### src/rtl/rotate_left_seq.sv
// Sequential 32-bit rotate-left, one power-of-two stage per cycle; ROL_SHIFT_MODE_EN adds a zero-fill shift mode.
// Latency: start accepted on E0, out updated and done pulsed after E5; back-to-back every 6 cycles.
// Backpressure: start is ignored while busy; a start during the done cycle is accepted with no idle gap.
module rotate_left_seq (
   input  logic        clk,
   input  logic        clr,
   input  logic        start,
   input  logic [31:0] in,
   input  logic [4:0]  rotate,
`ifdef ROL_SHIFT_MODE_EN
   input  logic        mode,
`endif
   output logic [31:0] out,
   output logic        busy,
   output logic        done
);

   typedef enum logic [1:0] {IDLE, RUN, DONE} state_t;

   state_t      state;
   logic [31:0] data;
   logic [4:0]  amt;
   logic [2:0]  step;
`ifdef ROL_SHIFT_MODE_EN
   logic        mode_q;
`endif

   logic [31:0] rol;
   logic [31:0] shl;
   logic        take;
   logic [31:0] nxt;

   // Stage for the current step: rotate/shift by 2^step when that amount bit is set.
   always_comb begin
      rol  = data;
      shl  = data;
      take = 1'b0;
      case (step)
         3'd0: begin rol = {data[30:0], data[31]};    shl = {data[30:0], 1'b0};  take = amt[0]; end
         3'd1: begin rol = {data[29:0], data[31:30]}; shl = {data[29:0], 2'b0};  take = amt[1]; end
         3'd2: begin rol = {data[27:0], data[31:28]}; shl = {data[27:0], 4'b0};  take = amt[2]; end
         3'd3: begin rol = {data[23:0], data[31:24]}; shl = {data[23:0], 8'b0};  take = amt[3]; end
         3'd4: begin rol = {data[15:0], data[31:16]}; shl = {data[15:0], 16'b0}; take = amt[4]; end
         default: begin rol = data; shl = data; take = 1'b0; end
      endcase
`ifdef ROL_SHIFT_MODE_EN
      nxt = take ? (mode_q ? shl : rol) : data;
`else
      nxt = take ? rol : data;
`endif
   end

   always_ff @(posedge clk or posedge clr) begin
      if (clr) begin
         state <= IDLE;
         data  <= 32'h0;
         amt   <= 5'h0;
         step  <= 3'h0;
         out   <= 32'h0;
`ifdef ROL_SHIFT_MODE_EN
         mode_q <= 1'b0;
`endif
      end else begin
         case (state)
            IDLE, DONE: begin
               if (start) begin
                  data  <= in;
                  amt   <= rotate;
                  step  <= 3'h0;
`ifdef ROL_SHIFT_MODE_EN
                  mode_q <= mode;
`endif
                  state <= RUN;
               end else begin
                  state <= IDLE;
               end
            end
            RUN: begin
               data <= nxt;
               step <= step + 3'd1;
               if (step == 3'd4) begin
                  out   <= nxt;
                  state <= DONE;
               end
            end
            default: state <= IDLE;
         endcase
      end
   end

   assign busy = (state == RUN);
   assign done = (state == DONE);

endmodule
### config.mk
export PLATFORM = sky130hd
export DESIGN_NAME = rotate_left_seq
export DESIGN_NICKNAME = d
export VERILOG_FILES = /design/src/rtl/rotate_left_seq.sv
export SDC_FILE = /design/constraint.sdc
export NUM_CORES = 1
export LEC_CHECK = 0
export CORE_MARGIN = 2
export CORE_UTILIZATION = 60
export CTS_BUF_LIST = sky130_fd_sc_hd__clkbuf_4 sky130_fd_sc_hd__clkbuf_8
export CTS_CLUSTER_DIAMETER = 30
export CTS_CLUSTER_SIZE = 20
export DETAILED_ROUTE_END_ITERATION = 6
export GPL_ROUTABILITY_DRIVEN = 1
export PLACE_DENSITY_LB_ADDON = 0.12
export SYNTH_ARGS = -nofsm -noshare
export SYNTH_HDL_FRONTEND = slang
export SYNTH_SLANG_ARGS = --single-unit
### constraint.sdc
create_clock -name clk -period 4.8 [get_ports clk]
set_input_delay 0.48 -clock clk [delete_from_list [all_inputs] [get_ports clk]]
set_output_delay 0.48 -clock clk [all_outputs]
set_load 0.1 [all_outputs]
==> metrics.yaml <==
cts.sinks: 74
coreArea_um2: 7610
place.gp.congestion: 0.969
io_buffer_count: 73
die_y_um: 91.8
pre_cts_slack_ns: 1.63
fin_crit_ns: 3.43
cts_max_level: 3
setup_ws_ns: 1.37
root_buffer: "clkbuf_8"
yosysUniqueCellTypes: 40
postRouteAntennaNets: 0
synthCells: 442
grt_pass1_wl_um: 22400
clk_pin_slew_ns: 0.08
path_cells: "nand2b_1 -> inv_2 -> clkdlybuf4s50_1"
tns_ns: 0
postCtsResizedCells: 0
synth_fp_nets: 487
grt.overflow.total: 0
cp_slowest_stage_delay_ns: 1.19
grt_usage_pct: 34.0
io_pins: 74
dr.pass1.iters: 7
period_share_pct: 71.5
drt-initial-drc-count: 741
vias_per_cell: 7.34
rsz0062_at_grt: "no"
fin_skew_ns: 0.0154
chipWidth_um: 91.8
synth_edf_count: 0
cp-start-kind: "flip-flop"
syn2layout_area_growth_pct: 19.1
ctsHoldBuffers: 0
seq_area_um2: 1850
worst_pin_slew_ns: 1.06
fillers: 581
worst-endpoint-arrival_ns: 2.95
path_max_fanout: 25
worstSetupPathType: "flip-flop to primary output"
synth_top_area_cell: "dfrtp_1"
drive_gt1_share_pct: 13.8
cap_violations: 0
die_area_um2: 8430
antenna_found_initial: 0
grt_max_degree: 49
ys_ff_latch: 74
critical-path-slowest-cell: "clkdlybuf4s50_1"
rows: 32
drt-total-wl_um: 14100
worstHoldPathType: "flip-flop to flip-flop"
diodes: 0
r2r_slack_ns: 1.50
post-route-drc-count: 22
final_max_slew_viol_count: 0
violations: "design-rule violations"
grt_pass1_vias: 4057
cts_tree: "built"
hold_violations: 0
final_cell_mix: "dfrtp_1, clkdlybuf4s50_1, nand2_1"
required_ns: 4.32
multi_input_area_um2: 2470
place_hpwl_um: 9280
setup_viol: 0
ys_top_cells_by_area: "dfrtp_1, a221o_1, a221oi_1"
numCtsBuffers: 9
clk_path_buf_depth: 2
wl_per_cell_um: 23.8
post_cts_buffers: 0
fmax_ghz: 0.291
async_reset_ff_share_pct: 100
yosysSeqAreaShare_pct: 40.0
dominantRegCellSynth: "dfrtp_1"
nets: 532
cp-end-kind: "primary output"
yosysWarnings: 0
netlist_area_um2: 4620
vias: 4350
status: "finished with violations"
syn_area_per_cell_um2: 10.5
relSlewSlack_pct: 29.5
clock_latency_ns: 0.36
initial_core_util_pct: 60.8
synth_top_area_share_pct: 40.0
## stage by stage
stage	hold WS, ns	area, µm²	util (%)	cells
finish	0.486	5510	72.4	593
global route	0.515	5510	72.4	593
CTS	0.489	5510	72.4	593
detailed placement	0.470	5310	69.8	578
global placement	0.473	5310	69.8	578
floorplan	0.477	4620	-	442
## worst max-delay path: cells and delay by family (launching register included)
family | cells | cell delay, ns
flops | 1 | 0.38
simple gates | 1 | 0.62
buf+inv | 2 | 1.58
## routing by layer
layer / vias to the layer above / global-route usage, % / routed length, µm
met1: 2127 / 48.3 / 5890
met3: 28 / 5.18 / 1200
met5: - / 0 / 0
met4: 0 / 11.1 / 280
met2: 295 / 53.6 / 6760
li1: 1900 / - / -
## registers in the layout, summed over array words and instances (netlist names)
name	flops
step	3
state	2
out	32
amt	5
data	32
## cell families after synthesis
| group | after synthesis | share of synthesized area [%] |
|---|---|---|
| adders and majority gates | 5 | 1.35 |
| buffers and inverters | 62 | 6.52 |
| AOI/OAI and AO/OA | 178 | 33.0 |
| and+or+nand+nor | 89 | 10.2 |
| muxes | 34 | 8.87 |
| DFF | 74 | 40.0 |
## final timing paths
path,end,depth (start not counted),from
max,busy,3,state[1]
min,out[6],2,out[6]
max reg2reg,data[1],7,step[1]
min reg2reg,out[6],2,out[6]
max in group asynchronous,out[10],3,clr
min in group asynchronous,data[16],2,clr
## cell type report
class	count	share of cell area [%]
multi-input cells	306	44.9
flip-flops and latches	74	33.7
repair buffers	83	14.6
clock buffers	11	2.64
well taps	102	2.32
clock inverters	4	0.954
inverters	13	0.886
## synthesized netlist by cell type, types with 2 or more instances
| cell type | instances |
|---|---|
| o221a_2 | 8 |
| buf_6 | 3 |
| o21ai_1 | 2 |
| a222oi_1 | 24 |
| mux2i_1 | 8 |
| dfrtp_1 | 74 |
| a31oi_1 | 3 |
| mux2_2 | 16 |
| o21ai_0 | 21 |
| a22o_1 | 6 |
| nor2b_1 | 12 |
| clkbuf_1 | 25 |
| buf_2 | 16 |
| a221oi_1 | 36 |
| buf_4 | 4 |
| a22oi_1 | 4 |
| a21oi_1 | 8 |
| nand3b_1 | 17 |
| ha_1 | 5 |
| a32oi_1 | 3 |
| o2111ai_1 | 8 |
| mux2_4 | 10 |
| o221ai_1 | 7 |
| nand2b_1 | 9 |
| inv_1 | 11 |
| o31ai_1 | 8 |
| nand2_1 | 46 |
| a221o_1 | 36 |
Power is not shown: default switching activity piles up to over one toggle a cycle in this logic, so the estimate is an artifact.
